## config.mk

```make
export PLATFORM = sky130hd
export DESIGN_NAME = video_pattern_gen_flat
export DESIGN_NICKNAME = d
export VERILOG_FILES = /design/src/rtl/video_pattern_gen_if.sv /design/src/rtl/video_pattern_gen.sv /design/src/flat_wrapper.sv
export SDC_FILE = /design/constraint.sdc
export NUM_CORES = 1
export LEC_CHECK = 0
export ABC_AREA = 1
export BUFFER_PORTS_ARGS = -buffer_cell sky130_fd_sc_hd__buf_2
export CAP_MARGIN = 20
export CELL_PAD_IN_SITES_DETAIL_PLACEMENT = 1
export CELL_PAD_IN_SITES_GLOBAL_PLACEMENT = 1
export CORE_MARGIN = 2
export CORE_UTILIZATION = 44
export DETAILED_ROUTE_END_ITERATION = 8
export PLACE_DENSITY_LB_ADDON = 0.1
export SYNTH_ARGS = -nofsm -noshare
export SYNTH_HDL_FRONTEND = slang
export SYNTH_SLANG_ARGS = --single-unit
export TNS_END_PERCENT = 1
```

## constraint.sdc

```tcl
create_clock -name clk -period 1.9 [get_ports clk]
set_input_delay 0.095 -clock clk [delete_from_list [all_inputs] [get_ports clk]]
set_output_delay 0.095 -clock clk [all_outputs]
set_load 0.05 [all_outputs]
```

## src/rtl/video_pattern_gen_if.sv

```systemverilog
// Video pattern generator bus: control inputs plus registered pixel/sync outputs.
// master = generator side, slave = controller/sink side.
interface video_pattern_gen_if;
    logic       enable;
    logic [1:0] pattern_sel;
    logic [7:0] data_out;
    logic       data_out_en;
    logic       hs_out;
    logic       vs_out;
    logic       frame_start;

    modport master (
        input  enable, pattern_sel,
        output data_out, data_out_en, hs_out, vs_out, frame_start
    );

    modport slave (
        output enable, pattern_sel,
        input  data_out, data_out_en, hs_out, vs_out, frame_start
    );
endinterface

```

## src/rtl/video_pattern_gen.sv

```systemverilog
// Raster timing generator with solid/ramp/checker test patterns and registered outputs.
// Optional salt-and-pepper noise overlay enabled by defining PATTERN_NOISE_EN.
module video_pattern_gen #(
    parameter int H_SYNC   = 96,
    parameter int H_BP     = 48,
    parameter int H_ACTIVE = 640,
    parameter int H_FP     = 16,
    parameter int V_SYNC   = 2,
    parameter int V_BP     = 33,
    parameter int V_ACTIVE = 480,
    parameter int V_FP     = 10
) (
    input  logic                 clk,
    input  logic                 rst_n,
    video_pattern_gen_if.master  vid
);
    localparam int H_TOTAL = H_SYNC + H_BP + H_ACTIVE + H_FP;
    localparam int V_TOTAL = V_SYNC + V_BP + V_ACTIVE + V_FP;
    localparam int HW = $clog2(H_TOTAL + 1);
    localparam int VW = $clog2(V_TOTAL + 1);

    localparam logic [HW-1:0] H_LAST    = HW'(H_TOTAL - 1);
    localparam logic [HW-1:0] H_SYNC_E  = HW'(H_SYNC);
    localparam logic [HW-1:0] H_ACT_BEG = HW'(H_SYNC + H_BP);
    localparam logic [HW-1:0] H_ACT_END = HW'(H_SYNC + H_BP + H_ACTIVE);
    localparam logic [VW-1:0] V_LAST    = VW'(V_TOTAL - 1);
    localparam logic [VW-1:0] V_SYNC_E  = VW'(V_SYNC);
    localparam logic [VW-1:0] V_ACT_BEG = VW'(V_SYNC + V_BP);
    localparam logic [VW-1:0] V_ACT_END = VW'(V_SYNC + V_BP + V_ACTIVE);

    typedef enum logic [1:0] {IDLE, RUN, DRAIN} state_t;

    state_t        state, state_nxt;
    logic [HW-1:0] h_cnt, h_nxt;
    logic [VW-1:0] v_cnt, v_nxt;
    logic          running, at_origin, at_last, pix_act;
    logic [1:0]    pat_q, pat_cur;
    logic [7:0]    x_w, y_w, pix;
`ifdef PATTERN_NOISE_EN
    logic [15:0]   lfsr;
`endif

    always_comb begin
        running   = (state != IDLE);
        at_origin = (h_cnt == '0) && (v_cnt == '0);
        at_last   = (h_cnt == H_LAST) && (v_cnt == V_LAST);
        pix_act   = running && (h_cnt >= H_ACT_BEG) && (h_cnt < H_ACT_END)
                            && (v_cnt >= V_ACT_BEG) && (v_cnt < V_ACT_END);
        // Pattern is latched at the frame origin; use the live input on that cycle itself.
        pat_cur   = at_origin ? vid.pattern_sel : pat_q;
        x_w       = 8'(h_cnt - H_ACT_BEG);
        y_w       = 8'(v_cnt - V_ACT_BEG);
    end

    always_comb begin
        state_nxt = state;
        case (state)
            IDLE:    if (vid.enable) state_nxt = RUN;
            // Dropping enable on the very last pixel ends the frame cleanly without draining another.
            RUN:     if (!vid.enable) state_nxt = at_last ? IDLE : DRAIN;
            DRAIN:   if (vid.enable) state_nxt = RUN;
                     else if (at_last) state_nxt = IDLE;
            default: state_nxt = IDLE;
        endcase
    end

    always_comb begin
        h_nxt = '0;
        v_nxt = '0;
        if (running) begin
            if (h_cnt == H_LAST) begin
                h_nxt = '0;
                v_nxt = (v_cnt == V_LAST) ? '0 : v_cnt + VW'(1);
            end else begin
                h_nxt = h_cnt + HW'(1);
                v_nxt = v_cnt;
            end
        end
    end

    always_comb begin
        pix = 8'h00;
        if (pix_act) begin
            case (pat_cur)
                2'd0:    pix = 8'h80;
                2'd1:    pix = x_w;
                2'd2:    pix = y_w;
                default: pix = {8{x_w[3] ^ y_w[3]}};
            endcase
`ifdef PATTERN_NOISE_EN
            if (lfsr[7:0] == 8'h00) pix = lfsr[8] ? 8'hFF : 8'h00;
`endif
        end
    end

    always_ff @(posedge clk or negedge rst_n) begin
        if (!rst_n) begin
            state <= IDLE;
            h_cnt <= '0;
            v_cnt <= '0;
            pat_q <= '0;
        end else begin
            state <= state_nxt;
            h_cnt <= h_nxt;
            v_cnt <= v_nxt;
            if (at_origin) pat_q <= vid.pattern_sel;
        end
    end

    always_ff @(posedge clk or negedge rst_n) begin
        if (!rst_n) begin
            vid.data_out    <= '0;
            vid.data_out_en <= 1'b0;
            vid.hs_out      <= 1'b0;
            vid.vs_out      <= 1'b0;
            vid.frame_start <= 1'b0;
        end else begin
            vid.data_out    <= pix;
            vid.data_out_en <= pix_act;
            vid.hs_out      <= running && (h_cnt < H_SYNC_E);
            vid.vs_out      <= running && (v_cnt < V_SYNC_E);
            vid.frame_start <= running && at_origin;
        end
    end

`ifdef PATTERN_NOISE_EN
    // Fibonacci LFSR, taps 16,14,13,11; reseeded at each frame origin so every frame repeats.
    always_ff @(posedge clk or negedge rst_n) begin
        if (!rst_n) begin
            lfsr <= 16'hACE1;
        end else if (running && at_origin) begin
            lfsr <= 16'hACE1;
        end else if (pix_act) begin
            lfsr <= {lfsr[0] ^ lfsr[2] ^ lfsr[3] ^ lfsr[5], lfsr[15:1]};
        end
    end
`endif
endmodule

```

## src/flat_wrapper.sv

```systemverilog
// flat-port wrapper written by rule: the top's interface ports become plain ports
module video_pattern_gen_flat 
#(
    parameter int H_SYNC   = 96,
    parameter int H_BP     = 48,
    parameter int H_ACTIVE = 640,
    parameter int H_FP     = 16,
    parameter int V_SYNC   = 2,
    parameter int V_BP     = 33,
    parameter int V_ACTIVE = 480,
    parameter int V_FP     = 10
)
  (clk, rst_n, vid_enable, vid_pattern_sel, vid_data_out, vid_data_out_en, vid_hs_out, vid_vs_out, vid_frame_start);
  video_pattern_gen_if vid_i ();
  input  logic clk;
  input  logic rst_n;
  input wire logic [$bits(vid_i.enable)-1:0] vid_enable;
  input wire logic [$bits(vid_i.pattern_sel)-1:0] vid_pattern_sel;
  output wire logic [$bits(vid_i.data_out)-1:0] vid_data_out;
  output wire logic [$bits(vid_i.data_out_en)-1:0] vid_data_out_en;
  output wire logic [$bits(vid_i.hs_out)-1:0] vid_hs_out;
  output wire logic [$bits(vid_i.vs_out)-1:0] vid_vs_out;
  output wire logic [$bits(vid_i.frame_start)-1:0] vid_frame_start;
  assign vid_i.enable = vid_enable;
  assign vid_i.pattern_sel = vid_pattern_sel;
  assign vid_data_out = vid_i.data_out;
  assign vid_data_out_en = vid_i.data_out_en;
  assign vid_hs_out = vid_i.hs_out;
  assign vid_vs_out = vid_i.vs_out;
  assign vid_frame_start = vid_i.frame_start;
  video_pattern_gen #(.H_SYNC(H_SYNC), .H_BP(H_BP), .H_ACTIVE(H_ACTIVE), .H_FP(H_FP), .V_SYNC(V_SYNC), .V_BP(V_BP), .V_ACTIVE(V_ACTIVE), .V_FP(V_FP)) u_core (.clk(clk), .rst_n(rst_n), .vid(vid_i));
endmodule
```

Word-level counts from Yosys, hierarchy flattened
Index checks and enable logic that the tools add are counted.
- add/subtract/negate cells: 4
- $lt $le $gt $ge: 6
- eq/ne operators: 10
- mux-type cells: 14
- bitwise logic cells: 1
- reductions and logical operators: 15
- operators by type and width (cell ; count):
    10-bit two-way mux ; 5
    8-bit case mux with 3 select lines ; 1
    10-bit by 1-bit adder with 10-bit output (second input constant) ; 2
    10-bit == test (second input constant) ; 2
    10-bit zero test ; 2
    10-bit < comparator (second input constant) ; 2
    2-bit two-way mux ; 6
    10-bit by 6-bit greater-or-equal comparator with 1-bit output (second input constant) ; 1
    10-bit by 8-bit greater-or-equal comparator with 1-bit output (second input constant) ; 1
    10-bit by 2-bit < comparator with 1-bit output (second input constant) ; 1
    10-bit by 7-bit < comparator with 1-bit output (second input constant) ; 1
    1-bit logical AND ; 9
    8-bit two-way mux ; 1
    8-bit by 6-bit subtractor with 8-bit output (second input constant) ; 1
    8-bit subtractor (second input constant) ; 1
    2-bit inequality test (second input constant) ; 3
    2-bit case mux with 3 select lines ; 1
    2-bit by 1-bit == test with 1-bit output (second input constant) ; 2
    2-bit == test (second input constant) ; 2
    2-bit zero test ; 2
    3-bit by 2-bit inequality test with 1-bit output (second input constant) ; 1
    3-bit AND reduction ; 1
    2-bit nonzero test ; 1
    1-bit bitwise XOR ; 1
- register bits: 36
- input port bits: 5
- output and inout bits: 12
- word-level logic and storage cells: 59

Logic depth before layout (Yosys ltp)
Gate-level depths: netlist of run 1.
- depth after elaboration: 6
- depth in mapped cells: 13
- gate-level depth less buffers: 13

Least setup slack after synthesis of run 1
No wires, ideal clock.
- path kind: flip-flop to flip-flop
- start: register u_core.h_cnt[4]
- end: register u_core.vid.data_out[0]
- arrival time: 1.478 ns
- path slack: 0.305 ns
- cell stages (with the launch flop): 10
- buffers on the path: 0
- clock period less this slack: 1.595 ns
- cells stage by stage: dfrtp_1 -> inv_1 -> ha_1 -> nand3_1 -> nor2_4 -> nand4_1 -> nand2_4 -> nand3_2 -> nand2_4 -> nor2_1
- longest elaborated chain between the ends: 6
- elaborated cells between the ends (all ways): 14
- classes of those cells: order compare (2); eq/ne (2); mux (3); reduce/logical (7)
- RTL lines (item ; RTL line ; source):
    start: declaration ; video_pattern_gen.sv:34 ; logic [HW-1:0] h_cnt, h_nxt;
    start signal: assignment ; video_pattern_gen.sv:104 ; h_cnt <= h_nxt;
    10-bit zero test (*) ; video_pattern_gen.sv:45 ; at_origin = (h_cnt == '0) && (v_cnt == '0);
    1-bit logical AND (*) ; video_pattern_gen.sv:45 ;
    2-bit two-way mux (*) ; video_pattern_gen.sv:50 ; pat_cur = at_origin ? vid.pattern_sel : pat_q;
    named net u_core.pat_cur[1] ; video_pattern_gen.sv:37 ; logic [1:0] pat_q, pat_cur;
    2-bit == test, or another cell as far along ; video_pattern_gen.sv:84 ; case (pat_cur)
    8-bit case mux with 3 select lines (*) ; video_pattern_gen.sv:84 ;
    8-bit two-way mux (*) ; video_pattern_gen.sv:83 ; if (pix_act) begin
    named net u_core.pix[0] ; video_pattern_gen.sv:38 ; logic [7:0] x_w, y_w, pix;
    end signal: assignment ; video_pattern_gen.sv:118 ; vid.data_out <= pix;
    end: declaration ; video_pattern_gen_if.sv:14 ; output data_out, data_out_en, hs_out, vs_out, frame_start
The timed path passes the listed nets; every way through them passes the cells marked *.
A chain may end at the register's enable or synchronous reset.

Worst setup path after layout of run 1
- start: register u_core.h_cnt[5]
- end: register u_core.vid.data_out[5]
- longest elaborated chain between the ends: 6
- elaborated cells between the ends (all ways): 15
- classes of those cells: add/sub (1); order compare (2); eq/ne (2); mux (3); reduce/logical (7)
- RTL lines (item ; RTL line ; source):
    10-bit by 8-bit greater-or-equal comparator with 1-bit output ; video_pattern_gen.sv:47 ; pix_act = running && (h_cnt >= H_ACT_BEG) && (h_cnt < H_ACT_END)
    1-bit logical AND ; video_pattern_gen.sv:47 ;
    1-bit logical AND (*) ; video_pattern_gen.sv:47 ;
    1-bit logical AND (*) (2 in a row) ; video_pattern_gen.sv:48 ; && (v_cnt >= V_ACT_BEG) && (v_cnt < V_ACT_END);
    named net u_core.pix_act ; video_pattern_gen.sv:36 ; logic running, at_origin, at_last, pix_act;
    8-bit two-way mux (*) ; video_pattern_gen.sv:83 ;
    named net u_core.pix[5] ; video_pattern_gen.sv:38 ;
Marks and branches as above.

==> results of run 1 <==
## layer usage
layer	global-route usage	part of all wire	wire, um
met3	0.04201	0.022	126
met5	0	0	0
met1	0.3155	0.49	2791
met2	0.3651	0.47	2656
met4	0.07937	0.021	119
## synthesized netlist by cell type (all sizes together)
cell type	count
nand2	62
nor2	44
inv	41
dfrtp	36
a21oi	21
nand3	18
o21ai	11
nand4	9
ha	8
xor2	8
nor3	7
and3	3
buf	1
nand3b	1
nor3b	1
nor4	1
o211ai	1
o31ai	1
xnor2	1
## sequential cells by signal, indices dropped and copies added (netlist names)
name	flops
u_core.state	2
u_core.h_cnt	10
u_core.vid.data_out	8
u_core.vid.data_out_en	1
u_core.v_cnt	10
u_core.vid.frame_start	1
u_core.pat_q	2
u_core.vid.vs_out	1
u_core.vid.hs_out	1
## power by group through the flow
stage               combinational, W  sequential (W)  clock (W)
detailed placement          0.000764        0.000886          0
global placement            0.000739        0.000883          0
CTS                         0.000786        0.000872   0.000587
global route                0.000895        0.000882   0.000615
finish                      0.000805        0.000873   0.000564
floorplan                   0.000531        0.000918          0
## what timing repair did
action,CTS,global route
hold endpoints to repair,36,0
hold buffers,1,0
setup endpoints to repair,1,8
resized for setup,1,9
pin swaps,0,1
buffers inserted,0,1
## metrics by stage
stage	setup WS [ns]	std cells	util	power [W]	area, sq um
5_1_grt	0.005242	372	0.5276	0.002392	2509
6_report	0.1146	372	0.5276	0.002242	2509
2_1_floorplan	0.3047	275	-	0.001449	2175
4_1_cts	0.01465	371	0.5229	0.002245	2486
3_5_place_dp	0.04608	362	0.5013	0.001651	2384
3_3_place_gp	0.06688	362	0.5013	0.001623	2384
## kinds of logic (layout without fill, tap and decap cells)
kind of cell	Yosys count	after routing	share of synthesized area
AND/OR/NAND/NOR	146	146	0.3498
buffers and inverters	42	72	0.07307
flip-flops	36	36	0.4143
AO/OA/AOI/OAI	34	34	0.08055
XOR/XNOR	9	9	0.03625
adder cells (fa/ha/maj)	8	8	0.04603
## critical path: stages, from the launching register on
cell and delay (ns):
dfrtp_1 0.42, inv_2 0.12, ha_1 0.22, nand4_1 0.12
nand2_1 0.11, o21ai_0 0.15, nor3_4 0.28, nand2_4 0.13
nor2_1 0.16
## worst max-delay path by stage
stage                                       end
2_1_floorplan  u_core.vid.data_out[0]$_DFF_PN0_
3_3_place_gp   u_core.vid.data_out[5]$_DFF_PN0_
3_5_place_dp   u_core.vid.data_out[5]$_DFF_PN0_
4_1_cts        u_core.vid.data_out[0]$_DFF_PN0_
5_1_grt        u_core.vid.data_out[1]$_DFF_PN0_
6_report       u_core.vid.data_out[5]$_DFF_PN0_
## layout make-up
cell class                      count  area, sq um  share of cell area
Clock buffer                        8        90.09             0.03591
Inverter                           41        153.9             0.06135
Multi-Input combinational cell    197         1130              0.4504
Sequential cell                    36        903.4              0.3601
Tap cell                           67        83.83             0.03342
Timing Repair Buffer               23        147.6             0.05885
==> flow_summary_export.csv, run 1 <==
group,metric,value,unit
outcome,status,"finished clean",
global_route,grt.total_usage,0.2293,
critical_path,crit-reg2reg-capture,"u_core.vid.data_out[5]$_DFF_PN0_",
critical_path,rrSetupSlack,0.11,ns
critical_path,worstPathMaxFanout,8,
timing,drv_slew,0,
route,drc,0,
clock_network,cts-htree-levels,2,
floorplan,die_y,74.30,um
place,gp_congestion,0.8228,
critical_path,critPathRequiredTime,2.11,ns
pwr,swShare,0.3869,
synthesis,ys_seq_area_frac,0.4143,
timing,setup_viol,0,
synthesis,avgSynthCellArea,7.908,sq um
finish,layout_common_cells,"50 x nand2_1, 37 x inv_1, 34 x dfrtp_1",
route,drt_pass1_iterations,4,
timing,tightest_slew,0.8171,ns
pwr,p_sw,0.0008676,W
place,numPortBuffers,16,
global_route,grt-ovfl-total,0,
hold_path,worstHoldStart,"vid_enable",
clock_network,cts_tree,"built",
route,wl,5693,um
critical_path,start_kind,"flop",
route,num_vias,1895,
synthesis,netlist.area_leader.share,0.4143,
route,drtAntennaViolNets,0,
pwr,p_int,0.001375,W
pwr,seqPwrFrac,0.389,
finish,n_antenna_cell,0,
critical_path,r2r.worst_path.cells,8,
critical_path,startpoint,"u_core.h_cnt[5]$_DFF_PN0_",
timing,relSlewSlack,0.4553,
clock_network,clock-sinks,36,
clock_network,numCtsBuffers,5,
floorplan,core,4755,sq um
timing,hold_viol,0,
global_route,grt_start_max_net_pins,37,
synthesis,synth_cells,275,
finish,area_delta_synth_final,15.36,%
floorplan,fp-row-count,25,
timing,hold-worst-slack,0.03403,ns
finish,layout-drive-gt1-share,0.2098,
pwr,ir_drop,0.0003380,V
floorplan,die_w,74.30,um
critical_path,path_class,"flop to flop",
timing,period_needed,1.785,ns
pwr,clockPowerShare,0.251,
synthesis,syn-num-nets,288,
finish,final_common_cell,"nand2_1",
synthesis,ys_top_cells_by_area,"dfrtp_1 41%, nand2_1 8.8%, inv_1 6.9%",
global_route,grt_pass1_wl,9280,um
clock_network,clkLatencyLatePin,0.29,ns
floorplan,top_level_ports,17,
job,maxCapViolations,0,
synthesis,synthDistinctLibCells,29,
hold_path,min_path_cells,3,
synthesis,netlist_area,2175,sq um
hold_path,hold_class,"primary input to flop",
global_route,antenna_found_initial,0,
clock_network,ctsRootBufferMaster,"clkbuf_8",
timing,finalCritPeriodShare,0.9397,
global_route,grt_pass1_vias,1911,
synthesis,ys.warnings.count,0,
clock_network,cts_max_path_buffers,2,
critical_path,cp-end-kind,"flop",
place,dp_hpwl,4354,um
finish,n_fill_cell,616,
route,drt_iter0_markers,91,
timing,rsz0062_at_grt,"false",
floorplan,die_area,5520,sq um
route,avgRoutedWirePerCell,15.30,um
clock_network,cts.clk_slew.worst_paths,0.07,ns
pwr,combPwrFrac,0.359,
floorplan,start_util,0.4574,
critical_path,cp.arrival,1.99,ns
critical_path,reg2reg_from,"u_core.h_cnt[5]$_DFF_PN0_",
finish,nets,317,
synthesis,yosysTopAreaCell,"dfrtp_1",
pwr,p_per_area,893.8,nW/um^2
timing,skew,0.006310,ns
route,vias_per_cell,5.094,
synthesis,ys_ff_latch,36,
pwr,leakagePower,1.330,nW
hold_path,hold_end,"u_core.state[0]$_DFFE_PN0P_",
timing,fmax,560.1,MHz
timing,setup_tns,0,ns
Power figures use the tool's default switching activity.
==> inputs of run 2 (changes only) <==
- CORE_UTILIZATION: 44 -> 40
- MAX_ROUTING_LAYER: unset -> met4
- clock period: 1.9 -> 1.5 ns (I/O delays scaled with it)
==> run 2 against run 1 <==
  * Largest cell class unchanged
  * Die area up 9.4%
  * Clock power up 27%
  * Combinational power up 86%
  * Register-to-register slack worse by 0.45 ns
  * The run now ends with setup timing left
  * Flip-flop and latch count unchanged
  * Sequential share of layout area down 7.5 points
==> flow_summary_export.csv, run 2 (same netlist as run 1, synthesis figures left out) <==
group,metric,value,unit
critical_path,critPathRequiredTime,1.68,ns
timing,relSlewSlack,0.7792,
pwr,clockPowerShare,0.216,
outcome,violations,"setup timing",
hold_path,hold_class,"primary input to flop",
critical_path,worstPathMaxFanout,5,
timing,setup_viol,33,
pwr,seqPwrFrac,0.334,
route,drt_iter0_markers,112,
finish,area_delta_synth_final,45.28,%
hold_path,min_path_cells,3,
route,avgRoutedWirePerCell,18.31,um
finish,n_antenna_cell,0,
pwr,power,0.003334,W
floorplan,die_area,6042,sq um
critical_path,critPathBufInv,1,
timing,skew,0.007882,ns
critical_path,r2r.worst_path.cells,11,
global_route,grt_pass1_vias,2338,
pwr,combPwrFrac,0.451,
clock_network,clock-sinks,36,
critical_path,cp_top_family,"simple AND/OR/NAND/NOR gates",
critical_path,rrSetupSlack,-0.33,ns
route,drtAntennaViolNets,0,
clock_network,numCtsBuffers,5,
critical_path,cp-end-kind,"flop",
timing,fmax,545.8,MHz
clock_network,clkLatencyLatePin,0.29,ns
route,drc,0,
critical_path,crit_chain,"inv_2, ha_4, nand3_4, nor2_4, nand3_4, nand2_2, nand2_4, nand2_2, nand2_1, nor2_1, nor2_1",
critical_path,path_class,"flop to flop",
timing,drv_slew,0,
clock_network,ctsRootBufferMaster,"clkbuf_8",
critical_path,start_kind,"flop",
finish,largestRegisters,"u_core.h_cnt x10, u_core.v_cnt x10, u_core.vid.data_out x8",
hold_path,worstHoldStart,"vid_enable",
clock_network,cts_max_path_buffers,2,
floorplan,die_y,77.73,um
finish,layout_common_cells,"59 x buf_4, 46 x nand2_1, 36 x dfrtp_1",
timing,finalCritPeriodShare,1.221,
floorplan,die_w,77.73,um
route,num_vias,2261,
clock_network,cts-htree-levels,2,
job,maxCapViolations,0,
floorplan,start_util,0.4204,
global_route,antenna_found_initial,0,
timing,period_needed,1.832,ns
route,drt_pass1_iterations,4,
pwr,p_sw,0.001381,W
place,numPortBuffers,16,
critical_path,cpPeakStageDelay,0.42,ns
critical_path,cp.arrival,2.01,ns
clock_network,cts.clk_slew.worst_paths,0.07,ns
pwr,p_int,0.001953,W
timing,tightest_slew,0.3287,ns
floorplan,top_level_ports,17,
critical_path,reg2reg_from,"u_core.h_cnt[4]$_DFF_PN0_",
floorplan,fp-row-count,26,
global_route,grt.total_usage,0.2515,
route,vias_per_cell,5.222,
clock_network,cts_tree,"built",
pwr,leakagePower,1.656,nW
place,gp_congestion,0.8593,
route,wl,7929,um
pwr,swShare,0.4142,
floorplan,core,5172,sq um
finish,layout-drive-gt1-share,0.4105,
outcome,status,"complete, but fails checks",
place,dp_hpwl,4744,um
timing,hold-worst-slack,0.01674,ns
timing,setup_slack,-0.3322,ns
critical_path,crit-reg2reg-capture,"u_core.vid.data_out[1]$_DFF_PN0_",
finish,final_common_cell,"buf_4",
critical_path,cpMaxStageDelayCell,"dfrtp_1",
timing,hold_viol,0,
finish,nets,375,
pwr,p_per_area,1055,nW/um^2
hold_path,hold_end,"u_core.state[0]$_DFFE_PN0P_",
global_route,grt-ovfl-total,0,
global_route,grt_pass1_wl,11340,um
timing,rsz0062_at_grt,"true",
global_route,grt_start_max_net_pins,37,
pwr,ir_drop,0.0005806,V
[run 2: cell count changes in the layout (fill, tap and decap cells not counted), moves of 4 or more]
| cell | delta |
|---|---|
| o21ai_0 | -6 |
| ha_1 | -5 |
| o21ai_1 | +5 |
| nand2_1 | -4 |
| buf_4 | +54 |
| inv_2 | +4 |
| nor2_1 | -6 |
| ha_4 | +5 |
| inv_1 | -6 |
[run 2: through the flow]
stage          TNS (ns)  cell area (sq um)  instances  utilization  setup WS (ns)
2_1_floorplan         0               2185        275            -       0.003108
3_5_place_dp     -2.611               2743        411       0.5302        -0.2402
3_3_place_gp     -1.876               2743        411       0.5302        -0.1730
6_report         -5.575               3159        433       0.6108        -0.3322
5_1_grt          -7.717               3159        433       0.6108        -0.4102
4_1_cts          -2.629               2989        429       0.5779        -0.2006
[run 2: tightest hold or removal path: stages]
cell and delay (ns):
buf_2 0.09, inv_1 0.05, a21oi_1 0.04
[run 2: final cells by class]
class | instances | area [sq um]
fillers | 637 | 2013
multi-input cells | 198 | 1330
flip-flops and latches | 36 | 900.9
repair buffers | 80 | 586.8
inverters | 41 | 163.9
clock buffers | 8 | 90.09
well taps | 70 | 87.58
[run 2: power groups by stage]
| stage | registers (W) | logic, W | clock network (W) |
|---|---|---|---|
| 2_1_floorplan | 0.00116 | 0.000679 | 0 |
| 3_3_place_gp | 0.00112 | 0.00108 | 0 |
| 3_5_place_dp | 0.00111 | 0.00113 | 0 |
| 4_1_cts | 0.00110 | 0.00126 | 0.000743 |
| 5_1_grt | 0.00112 | 0.00162 | 0.000794 |
| 6_report | 0.00111 | 0.00150 | 0.000719 |
[run 2: what timing repair did]
item                                   4_1_cts  5_1_grt
endpoints found under the hold margin       36        0
setup buffers                                8        4
hold buffers                                 1        0
pin swaps                                    6       19
resized for setup                           23       37
cloned                                       1        0
setup endpoints to repair                   27       32
[run 2: worst max path at each step]
stage,from,endpoint,slack (ns),depth (start not counted)
after floorplan,u_core.h_cnt[4]$_DFF_PN0_,u_core.vid.data_out[0]$_DFF_PN0_,0.003,11
after global placement,u_core.h_cnt[0]$_DFF_PN0_,u_core.vid.data_out[4]$_DFF_PN0_,-0.17,9
after detailed placement,u_core.h_cnt[0]$_DFF_PN0_,u_core.vid.data_out[0]$_DFF_PN0_,-0.24,11
after CTS,u_core.h_cnt[5]$_DFF_PN0_,u_core.vid.data_out[0]$_DFF_PN0_,-0.20,8
after global routing,u_core.h_cnt[4]$_DFF_PN0_,u_core.vid.data_out[2]$_DFF_PN0_,-0.41,10
final,u_core.h_cnt[4]$_DFF_PN0_,u_core.vid.data_out[1]$_DFF_PN0_,-0.33,11
[run 2: per-layer routing]
metal | up-vias | global-route usage | part of all wire
met3 | 22 | 0.04302 | 0.027
met2 | 57 | 0.4319 | 0.51
met1 | 1129 | 0.2922 | 0.43
met5 | - | - | 0
met4 | 0 | 0.1000 | 0.033
li1 | 1053 | - | -
